### src/rtl/pc_pkg.sv
// Shared constants for the program-counter unit.
//   NPC_*    : encodings of the npc_op field driven by the NPC unit.
//   ST_*     : FSM state encodings (BOOT, RUN, SLEEP), carried as pc_state_t.
package pc_pkg;

    localparam logic [2:0] NPC_SEQ    = 3'b000;
    localparam logic [2:0] NPC_BRANCH = 3'b001;
    localparam logic [2:0] NPC_JAL    = 3'b010;
    localparam logic [2:0] NPC_JALR   = 3'b011;

    typedef logic [1:0] pc_state_t;

    localparam pc_state_t ST_BOOT  = 2'd0;
    localparam pc_state_t ST_RUN   = 2'd1;
    localparam pc_state_t ST_SLEEP = 2'd2;

endpackage

### src/rtl/pc_unit_if.sv
// Bus bundle between the PC unit and its neighbours (NPC unit, hazard unit,
// CSR logic, instruction memory, IF/ID).
//   master : the surrounding pipeline; drives control/targets, observes PC outputs.
//   slave  : the PC unit itself.
// pc_valid is a valid-only qualifier with no ready: when high, the fetch
// address on pc is meaningful for this cycle; there is no back-pressure on
// the fetch side, stall is the only hold mechanism.
// dbg_state / dbg_pend_vld expose internal FSM state and pending-slot
// occupancy for observation.
interface pc_unit_if #(
    parameter int XLEN = 32
);
    import pc_pkg::*;

    logic            stall;
    logic [2:0]      npc_op;
    logic [XLEN-1:0] npc;
    logic            trap;
    logic [XLEN-1:0] trap_pc;
    logic [XLEN-1:0] mtvec;
    logic            mret;
    logic            wfi;
    logic            irq;

    logic [XLEN-1:0] pc;
    logic [XLEN-1:0] pc_plus;
    logic [XLEN-1:0] epc;
    logic            pc_valid;
    logic            misalign;
    logic            halted;
    pc_state_t       dbg_state;
    logic            dbg_pend_vld;

    modport master (
        output stall, npc_op, npc, trap, trap_pc, mtvec, mret, wfi, irq,
        input  pc, pc_plus, epc, pc_valid, misalign, halted, dbg_state, dbg_pend_vld
    );

    modport slave (
        input  stall, npc_op, npc, trap, trap_pc, mtvec, mret, wfi, irq,
        output pc, pc_plus, epc, pc_valid, misalign, halted, dbg_state, dbg_pend_vld
    );

endinterface

### src/rtl/pc_pending_slot.sv
// One-entry buffer holding a redirect target that arrived while the pipeline
// was stalled.
//   clk, rst : falling-edge clock, asynchronous active-high reset
//   load     : capture tgt_in and mark valid (newest load overwrites)
//   clear    : drop the entry; wins over load
//   tgt_in   : target to capture
//   valid    : slot occupied
//   tgt      : stored target
module pc_pending_slot #(
    parameter int XLEN = 32
) (
    input  logic            clk,
    input  logic            rst,
    input  logic            load,
    input  logic            clear,
    input  logic [XLEN-1:0] tgt_in,
    output logic            valid,
    output logic [XLEN-1:0] tgt
);

    logic            vld_q, vld_d;
    logic [XLEN-1:0] tgt_q, tgt_d;

    always_comb begin
        vld_d = vld_q;
        tgt_d = tgt_q;
        if (clear) begin
            vld_d = 1'b0;
        end else if (load) begin
            vld_d = 1'b1;
            tgt_d = tgt_in;
        end
    end

    always_ff @(negedge clk or posedge rst) begin
        if (rst) begin
            vld_q <= 1'b0;
            tgt_q <= '0;
        end else begin
            vld_q <= vld_d;
            tgt_q <= tgt_d;
        end
    end

    assign valid = vld_q;
    assign tgt   = tgt_q;

endmodule

### src/rtl/pc_unit.sv
// Fetch-stage program counter with trap/mret redirection, saved EPC,
// a one-entry pending-redirect buffer for redirects arriving under stall,
// misaligned-target rejection and a WFI sleep state.
//   clk : all state updates on the falling edge
//   rst : asynchronous, active-high
//   bus : pc_unit_if slave (control inputs, pc/pc_plus/epc/pc_valid/
//         misalign/halted outputs, debug state)
module pc_unit
    import pc_pkg::*;
#(
    parameter int              XLEN         = 32,
    parameter logic [XLEN-1:0] RESET_VECTOR = '0,
    parameter int              INSN_BYTES   = 4
) (
    input  logic     clk,
    input  logic     rst,
    pc_unit_if.slave bus
);

    logic [XLEN-1:0] pc_q, pc_d;
    logic [XLEN-1:0] epc_q, epc_d;
    pc_state_t       state_q, state_d;
    logic            misalign_q, misalign_d;

    logic            pend_load, pend_clear, pend_vld;
    logic [XLEN-1:0] pend_tgt;
    logic [XLEN-1:0] pc_plus;
    logic            redirect, misaligned;

    // Wraps modulo 2^XLEN by construction.
    assign pc_plus    = pc_q + XLEN'(INSN_BYTES);
    assign redirect   = (bus.npc_op != NPC_SEQ);
    assign misaligned = (bus.npc % XLEN'(INSN_BYTES)) != '0;

    pc_pending_slot #(.XLEN(XLEN)) u_pend (
        .clk    (clk),
        .rst    (rst),
        .load   (pend_load),
        .clear  (pend_clear),
        .tgt_in (bus.npc),
        .valid  (pend_vld),
        .tgt    (pend_tgt)
    );

    always_comb begin
        pc_d       = pc_q;
        epc_d      = epc_q;
        state_d    = state_q;
        misalign_d = 1'b0;
        pend_load  = 1'b0;
        pend_clear = 1'b0;

        if (bus.trap) begin
            pc_d       = bus.mtvec;
            epc_d      = bus.trap_pc;
            pend_clear = 1'b1;
            state_d    = ST_RUN;
        end else if (bus.mret) begin
            pc_d       = epc_q;
            pend_clear = 1'b1;
            state_d    = ST_RUN;
        end else begin
            case (state_q)
                // Reset vector is held for one cycle, then fetched in RUN.
                ST_BOOT:  state_d = ST_RUN;
                ST_SLEEP: if (bus.irq) state_d = ST_RUN;
                default: begin
                    state_d = ST_RUN;
                    if (redirect && misaligned) begin
                        // Behaves like a trap; a stale pending target must
                        // not hijack the handler, so the slot is dropped too.
                        pc_d       = bus.mtvec;
                        epc_d      = bus.trap_pc;
                        misalign_d = 1'b1;
                        pend_clear = 1'b1;
                    end else if (bus.stall) begin
                        if (redirect) pend_load = 1'b1;
                    end else if (redirect) begin
                        // A live redirect supersedes anything buffered.
                        pc_d       = bus.npc;
                        pend_clear = 1'b1;
                    end else if (pend_vld) begin
                        pc_d       = pend_tgt;
                        pend_clear = 1'b1;
                    end else if (bus.wfi) begin
                        pc_d    = pc_plus;
                        state_d = ST_SLEEP;
                    end else begin
                        pc_d = pc_plus;
                    end
                end
            endcase
        end
    end

    always_ff @(negedge clk or posedge rst) begin
        if (rst) begin
            pc_q       <= RESET_VECTOR;
            epc_q      <= '0;
            state_q    <= ST_BOOT;
            misalign_q <= 1'b0;
        end else begin
            pc_q       <= pc_d;
            epc_q      <= epc_d;
            state_q    <= state_d;
            misalign_q <= misalign_d;
        end
    end

    assign bus.pc           = pc_q;
    assign bus.pc_plus      = pc_plus;
    assign bus.epc          = epc_q;
    assign bus.pc_valid     = (state_q == ST_RUN);
    assign bus.halted       = (state_q == ST_SLEEP);
    assign bus.misalign     = misalign_q;
    assign bus.dbg_state    = state_q;
    assign bus.dbg_pend_vld = pend_vld;

endmodule

### src/flat_wrapper.sv
// flat-port wrapper written by rule: the top's interface ports become plain ports
module pc_unit_flat import pc_pkg::*;
#(
    parameter int              XLEN         = 32,
    parameter logic [XLEN-1:0] RESET_VECTOR = '0,
    parameter int              INSN_BYTES   = 4
)
  (clk, rst, bus_stall, bus_npc_op, bus_npc, bus_trap, bus_trap_pc, bus_mtvec, bus_mret, bus_wfi, bus_irq, bus_pc, bus_pc_plus, bus_epc, bus_pc_valid, bus_misalign, bus_halted, bus_dbg_state, bus_dbg_pend_vld);
  pc_unit_if #(.XLEN(XLEN)) bus_i ();
  input  logic clk;
  input  logic rst;
  input wire logic [$bits(bus_i.stall)-1:0] bus_stall;
  input wire logic [$bits(bus_i.npc_op)-1:0] bus_npc_op;
  input wire logic [$bits(bus_i.npc)-1:0] bus_npc;
  input wire logic [$bits(bus_i.trap)-1:0] bus_trap;
  input wire logic [$bits(bus_i.trap_pc)-1:0] bus_trap_pc;
  input wire logic [$bits(bus_i.mtvec)-1:0] bus_mtvec;
  input wire logic [$bits(bus_i.mret)-1:0] bus_mret;
  input wire logic [$bits(bus_i.wfi)-1:0] bus_wfi;
  input wire logic [$bits(bus_i.irq)-1:0] bus_irq;
  output wire logic [$bits(bus_i.pc)-1:0] bus_pc;
  output wire logic [$bits(bus_i.pc_plus)-1:0] bus_pc_plus;
  output wire logic [$bits(bus_i.epc)-1:0] bus_epc;
  output wire logic [$bits(bus_i.pc_valid)-1:0] bus_pc_valid;
  output wire logic [$bits(bus_i.misalign)-1:0] bus_misalign;
  output wire logic [$bits(bus_i.halted)-1:0] bus_halted;
  output wire logic [$bits(bus_i.dbg_state)-1:0] bus_dbg_state;
  output wire logic [$bits(bus_i.dbg_pend_vld)-1:0] bus_dbg_pend_vld;
  assign bus_i.stall = bus_stall;
  assign bus_i.npc_op = bus_npc_op;
  assign bus_i.npc = bus_npc;
  assign bus_i.trap = bus_trap;
  assign bus_i.trap_pc = bus_trap_pc;
  assign bus_i.mtvec = bus_mtvec;
  assign bus_i.mret = bus_mret;
  assign bus_i.wfi = bus_wfi;
  assign bus_i.irq = bus_irq;
  assign bus_pc = bus_i.pc;
  assign bus_pc_plus = bus_i.pc_plus;
  assign bus_epc = bus_i.epc;
  assign bus_pc_valid = bus_i.pc_valid;
  assign bus_misalign = bus_i.misalign;
  assign bus_halted = bus_i.halted;
  assign bus_dbg_state = bus_i.dbg_state;
  assign bus_dbg_pend_vld = bus_i.dbg_pend_vld;
  pc_unit #(.XLEN(XLEN), .RESET_VECTOR(RESET_VECTOR), .INSN_BYTES(INSN_BYTES)) u_core (.clk(clk), .rst(rst), .bus(bus_i));
endmodule
### config.mk
export PLATFORM = sky130hd
export DESIGN_NAME = pc_unit_flat
export DESIGN_NICKNAME = d
export VERILOG_FILES = /design/src/rtl/pc_pkg.sv /design/src/rtl/pc_unit_if.sv /design/src/rtl/pc_pending_slot.sv /design/src/rtl/pc_unit.sv /design/src/flat_wrapper.sv
export SDC_FILE = /design/constraint.sdc
export NUM_CORES = 1
export LEC_CHECK = 0
export BUFFER_PORTS_ARGS = -buffer_cell sky130_fd_sc_hd__buf_2
export CORE_MARGIN = 3
export CORE_UTILIZATION = 55
export CTS_CLUSTER_DIAMETER = 80
export DETAILED_ROUTE_END_ITERATION = 6
export HOLD_SLACK_MARGIN = 0.08
export PLACE_DENSITY_LB_ADDON = 0.08
export SYNTH_ARGS = -nofsm -noshare
export SYNTH_HDL_FRONTEND = slang
export SYNTH_SLANG_ARGS = --single-unit
export TNS_END_PERCENT = 5
### constraint.sdc
create_clock -name clk -period 6.8 [get_ports clk]
set_clock_uncertainty 0.05 [all_clocks]
set_input_delay 0.34 -clock clk [delete_from_list [all_inputs] [get_ports clk]]
set_output_delay 0.34 -clock clk [all_outputs]
set_load 0.03 [all_outputs]
==> results of run 1 <==
## report_power, final
part	switching [uW]	internal [uW]
clock	214	180
combinational	331	198
sequential	88.1	695
## layout by cell type (no fill, tap or decap), types with 6 or more instances in the layout
master,synthesis,layout
a22oi_1,6,6
nand2b_1,6,6
a31oi_1,13,13
a222oi_1,9,9
o21ai_0,31,31
buf_2,13,207
and3_1,6,6
a21oi_1,30,29
nand4_1,6,6
nor2_1,40,40
dfrtn_1,100,100
xor2_1,10,10
nand2_1,55,55
clkbuf_8,0,10
nor4_1,9,8
nor3_1,16,15
buf_4,4,16
xnor2_1,14,14
mux2_2,65,65
nand3_1,30,29
inv_1,12,11
o211ai_1,6,6
o22ai_1,9,9
nor2b_1,7,7
## flip-flops by register name (all words and copies together) (netlist names)
| register | count |
|---|---|
| u_core.bus.dbg_state | 2 |
| u_core.bus.epc | 32 |
| u_core.bus.misalign | 1 |
| u_core.bus.pc | 32 |
| u_core.u_pend.tgt | 32 |
| u_core.u_pend.valid | 1 |
## per-layer routing
layer	wire (um)	GRT usage	vias up
met1	7690	0.407	2963
met5	13	0	-
met4	566	0.131	2
met2	9840	0.535	418
li1	-	-	2721
met3	2330	0.102	64
## per-stage QoR
stage | util | hold slack (ns) | instances | power [uW]
final | 0.702 | 0.391 | 954 | 1710
after floorplan | - | 0.364 | 625 | 1130
after detailed placement | 0.684 | 0.388 | 938 | 1320
after CTS | 0.702 | 0.392 | 954 | 1710
after global placement | 0.684 | 0.380 | 938 | 1300
after global routing | 0.702 | 0.402 | 954 | 1770
## cells by family (layout without fill, tap and decap cells)
group / Yosys count / in the layout
AOI/OAI and AO/OA: 164 / 164
xor gates and xnor gates: 24 / 24
adders and majority gates: 1 / 1
buffers and inverters: 59 / 252
DFF: 100 / 100
muxes: 70 / 70
and+or+nand+nor: 207 / 207
## critical path: cells and delay by family, from the launching register on
| family | cells | cell delay (ns) |
|---|---|---|
| buffers and inverters | 1 | 0.19 |
| flip-flops | 1 | 0.54 |
| AND/OR/NAND/NOR | 4 | 1.47 |
## worst max path at each step
stage | from | to | cells past startpoint
finish | u_core.bus.pc[4] | bus_pc_plus[21] | 5
global route | u_core.bus.pc[4] | bus_pc_plus[31] | 5
CTS | u_core.bus.pc[2] | bus_pc_plus[18] | 6
detailed placement | u_core.bus.pc[2] | bus_pc_plus[18] | 6
global placement | u_core.bus.pc[2] | bus_pc_plus[18] | 6
floorplan | rst | u_core.bus.dbg_state[0] | 1
## final cells by class
class / instances / area [um^2]
well taps: 136 / 170
clock inverters: 4 / 48.8
clock buffers: 12 / 145
inverters: 12 / 47.5
multi-input cells: 466 / 3290
repair buffers: 224 / 1180
flip-flops and latches: 100 / 2500
fillers: 814 / 3130
==> impl_results.md, run 1 <==
- Row cnt: 37
- Post-Synth Simple-Gate Area: 0.180
- Most common cell in the netlist: dfrtn_1
- Worst-Margin Slew: between 0.9 and 1 ns
- Via density: approximately 6.5
- Synth area leaders: dfrtn_1 (41%), mux2_2 (12%), nand2_1 (3.4%)
- Synth cell types: just over 70
- TritonCTS clock tree: built
- Mux contribution to synthesized area: 0.129
- Vias: 6168
- Drt drc: 0
- Yosys reg bits: 100
- DIE WIDTH: 111 um
- Slowest cell on crit path: or3_1
- Routed Antenna Nets: 0
- Largest net degree at the start of global routing: 62
- Final weighted congestion in routability-driven placement: between 0.9 and 1
- Number of max-cap violations: 0
- # setup viols final: 0
- Hold endpoint: u_core.u_pend.tgt[0]
- Crit-path max cell delay: 0.58 ns
- Leak: 0.00332 uW
- R2r setup slk: about 4.3 ns
- Post_cts resized: 0
- Placed Area: approximately 0.0072 mm^2
- Io pins: roughly 210
- Global-route wire length before repair: ~32000 um
- Post-Syn Instances: roughly 630
- RSZ-0062 raised after global routing: false
- Syn nets: 732
- Hold WC Path Type: flip-flop to flip-flop
- Crit-path max FO: 8
- DR pass1 iterations: 5
- Post-Syn Area: 0.00604 mm^2
- Crit path cell chain: nand4_2, or3_1, nor4_1, or2_1, buf_2
- Post-synth ARST share: 1.00
- Share of post-route cells with drive strength above 1: 0.397
- Status: completed
- Adder-cell share of the synthesized area: 0.00207
- Wire per inst: roughly 21 um
- Critical R2R Launch: u_core.bus.dbg_state[0]
- Worst setup SP type: flip-flop
- Post-CTS setup repair buffer count: 0
- Setup TNS: 0 ns
- Area growth syn-to-layout: 22.2%
- Min setup slack post-route: 0.424 ns
- H-tree levels: 3
- Arr. time, crit path: approximately 6.0 ns
- Area share of the largest cell type after synthesis: 0.414
- Area leader, netlist: dfrtn_1
- DPL Wire Length: around 15000 um
- Clk slew on worst S/H paths: 0.07 ns
- # port buffers: 207
- Cts hold-fix bufs: 0
- Synth top cells by count: dfrtn_1 (100), mux2_2 (65), nand2_1 (55)
- Worst hold start: u_core.u_pend.tgt[0]
- Clock sink total: 100
- Seq/Total Area, Yosys: 0.414
- Worst EP required: 6.41 ns
- Synth Area in Compound Gates: 0.194
- Core area: 0.0105 mm^2
- Number of flops mapped to enable cells by yosys: 0
- Nets: between 900 and 1k
- Clock Path Buffers: 2
- Final Hold Viols: 0
- Total global-route track usage: 0.328
- Max-slew violations: 0
- CP Capture Type: primary output
- Pwr Density: 231 mW/mm^2
- Final wirelength: ~20000 um
- Final Cell Area: 0.00738 mm^2
- Xor/xnor cell area share of the yosys netlist: 0.0348
- Post-place setup slack: between 0.8 and 0.9 ns
- Kind of critical path: flip-flop to primary output
- Commonest register cell after synthesis: dfrtn_1
- Initial Utilization: 0.575
- Synth warn: 0
- R2R Path End: u_core.u_pend.tgt[25]
- DIE AREA: 0.0123 mm^2
- Total gr overflow: 0
- DR iter-0 viols: between 700 and 800
- Clock root buffer master: clkbuf_8
- Reg2reg path depth: 5
- Cells on Worst Hold Path: 1
- Cts bufs inserted: 9
- Worst relative slew slack: 0.347
- Worst-skew pair later-pin latency: 0.37 ns
- VDD IR-drop max: roughly 0.18 mV
- Initial antenna violation count: 1
- Vias in the first global route: 6138
- Mean post-synth cell area: ~9.7 um^2
- ANT cells: 0
- Largest family of logic cells by synthesized area: compound AO/OA/AOI/OAI gates
- Die Ht: 111 um
Power figures use the tool's default switching activity.
==> run 2: changes to the inputs <==
- PLACE_DENSITY: not set -> 0.87
- PLACE_DENSITY_LB_ADDON: 0.08 -> not set
==> impl_results.md, run 2 (synthesis gave the netlist of run 1 again) <==
- Max-slew violations: 0 (unchanged)
- Worst setup SP type: flip-flop
- Worst-Margin Slew: 1.15 ns (+0.168 ns)
- Nets: 924 (+0.43%)
- Reg power frac: 0.451 (-0.008)
- # port buffers: 207 (unchanged)
- Number of max-cap violations: 0 (unchanged)
- R2R Path End: u_core.bus.pc[26]
- Critical path depth: 6 (+1)
- Area growth syn-to-layout: 22.7%
- Cell mode on critical path: nand3_1
- Arr. time, crit path: 6.04 ns (+0.05 ns)
- Final Hold Viols: 0 (unchanged)
- Cts hold-fix bufs: 0 (unchanged)
- Clock Path Buffers: 2 (unchanged)
- DR pass1 iterations: 6 (+1)
- Total global-route track usage: 0.338 (+0.00943)
- Clock root buffer master: clkbuf_8
- Io pins: 208 (unchanged)
- Vias in the first global route: 6251 (+1.8%)
- Pint: 1100 uW (+2.7%)
- Crit path cell chain: ha_1, nand3_1, nor3_1, nand3_1, xnor2_1, buf_2
- Final weighted congestion in routability-driven placement: 0.937 (about the same)
- Multi-input combinational cell area: 0.00329 mm^2 (unchanged)
- Drt drc: 0 (unchanged)
- Worst relative slew slack: 0.236 (-0.111)
- Storage element area: 0.00250 mm^2 (unchanged)
- Reg2reg path depth: 5 (unchanged)
- Routed Antenna Nets: 0 (unchanged)
- Clock sink total: 100 (unchanged)
- Clk slew on worst S/H paths: 0.07 ns (about the same)
- R2r setup slk: 3.96 ns (-0.35 ns)
- DIE WIDTH: 111 um (unchanged)
- # setup viols final: 0 (unchanged)
- Hold_ws: 0.392 ns (+0.00160 ns)
- Combinational share of power: 0.307 (-0.003)
- Worst-skew pair later-pin latency: 0.36 ns (about the same)
- Vias: 6297 (+2.1%)
- Clock power share: 0.242 (+0.011)
- DIE AREA: 0.0123 mm^2 (unchanged)
- Via density: 6.57 (+1.6%)
- Largest net degree at the start of global routing: 78 (+26%)
- Pwr Density: 235 mW/mm^2 (+1.5%)
- Initial antenna violation count: 1 (unchanged)
- Hold WC Path Type: flip-flop to flip-flop
- Non-filler instance count after layout: 959 (+0.52%)
- Total placed cells including tap cells: 942 (+0.43%)
- RSZ-0062 raised after global routing: false
- Post-CTS setup repair buffer count: 0 (unchanged)
- Post_cts resized: 0 (unchanged)
- CP Capture Type: primary output
- CP delay by family, top: simple AND/OR/NAND/NOR gates
- DPL Wire Length: 15400 um (+2.9%)
- Setup TNS: 0 ns (unchanged)
- CP bufs+invs: 1 (unchanged)
- Row cnt: 37 (unchanged)
- Share of post-route cells with drive strength above 1: 0.399 (+0.00172)
- Wire per inst: 21.8 um (+2.0%)
- Core area: 0.0105 mm^2 (unchanged)
- NetSw: 639 uW (+0.89%)
- Crit-path max FO: 7 (-1)
- Total gr overflow: 0 (unchanged)
- H-tree levels: 3 (unchanged)
- Worst setup path startpoint: u_core.bus.pc[2]
- Status: completed
- Slowest cell on crit path: dfrtn_1
- Fillers: 820 (+0.74%)
- Final wirelength: 21000 um (+2.5%)
- Die Ht: 111 um (unchanged)
- Worst EP required: 6.41 ns (about the same)
- Kind of critical path: flip-flop to primary output
- TritonCTS clock tree: built
- Crit-path max cell delay: 0.54 ns (-0.04 ns)
- Critical R2R Launch: u_core.bus.dbg_state[0]
- Most frequent cells in the layout: buf_2 (207), dfrtn_1 (100), mux2_2 (65), nand2_1 (55), nor2_1 (40)
- VDD IR-drop max: 0.148 mV (-20%)
- Cts bufs inserted: 9 (unchanged)
- Most common cell after layout, fill and taps aside: buf_2
- Global-route wire length before repair: 33200 um (+2.8%)
- Leak: 0.00334 uW (+0.62%)
- Final core utilization: 0.705 (+0.00333)
- Cells on Worst Hold Path: 1 (unchanged)
- Worst Setup EP: bus_pc_plus[20]
- Sw Ratio: 0.367 (-0.00404)
- Initial Utilization: 0.575 (unchanged)
- DR iter-0 viols: 844 (+17%)
-- run 2: routing by layer --
layer,share of wire,track usage
met1,0.38,0.458
met2,0.46,0.515
met3,0.12,0.0606
met4,0.046,0.179
met5,0,0
-- run 2: final cells by class --
type | count | area share
multi-input combinational | 466 | 0.444
timing repair buffer | 228 | 0.161
antenna | 1 | 0.000338
clock inverter | 4 | 0.00996
inverter | 12 | 0.00641
sequential | 100 | 0.338
clock buffer | 12 | 0.0182
tap | 136 | 0.0230
-- run 2: worst min-delay path by stage --
stage | start | end | slack [ns]
6_report | u_core.u_pend.tgt[0] | u_core.u_pend.tgt[0] | 0.39
5_1_grt | u_core.u_pend.tgt[12] | u_core.u_pend.tgt[12] | 0.42
4_1_cts | u_core.u_pend.tgt[0] | u_core.u_pend.tgt[0] | 0.39
3_5_place_dp | u_core.u_pend.tgt[0] | u_core.u_pend.tgt[0] | 0.39
3_3_place_gp | u_core.u_pend.tgt[1] | u_core.u_pend.tgt[1] | 0.38
2_1_floorplan | u_core.u_pend.tgt[0] | u_core.u_pend.tgt[0] | 0.36
-- run 2: through the flow --
| step | setup slack [ns] | cell area (um^2) | total power (uW) |
|---|---|---|---|
| floorplan | 0.523 | 6040 | 1130 |
| global placement | 0.912 | 7200 | 1300 |
| detailed placement | 0.811 | 7200 | 1320 |
| CTS | 0.414 | 7410 | 1740 |
| global route | 0.242 | 7410 | 1810 |
| finish | 0.367 | 7410 | 1740 |
-- run 2: power by group through the flow --
stage / clock [uW] / combinational [uW] / sequential [uW]
detailed placement: 0 / 530 / 789
finish: 421 / 535 / 784
global route: 449 / 567 / 795
global placement: 0 / 518 / 782
floorplan: 0 / 275 / 853
CTS: 426 / 532 / 779
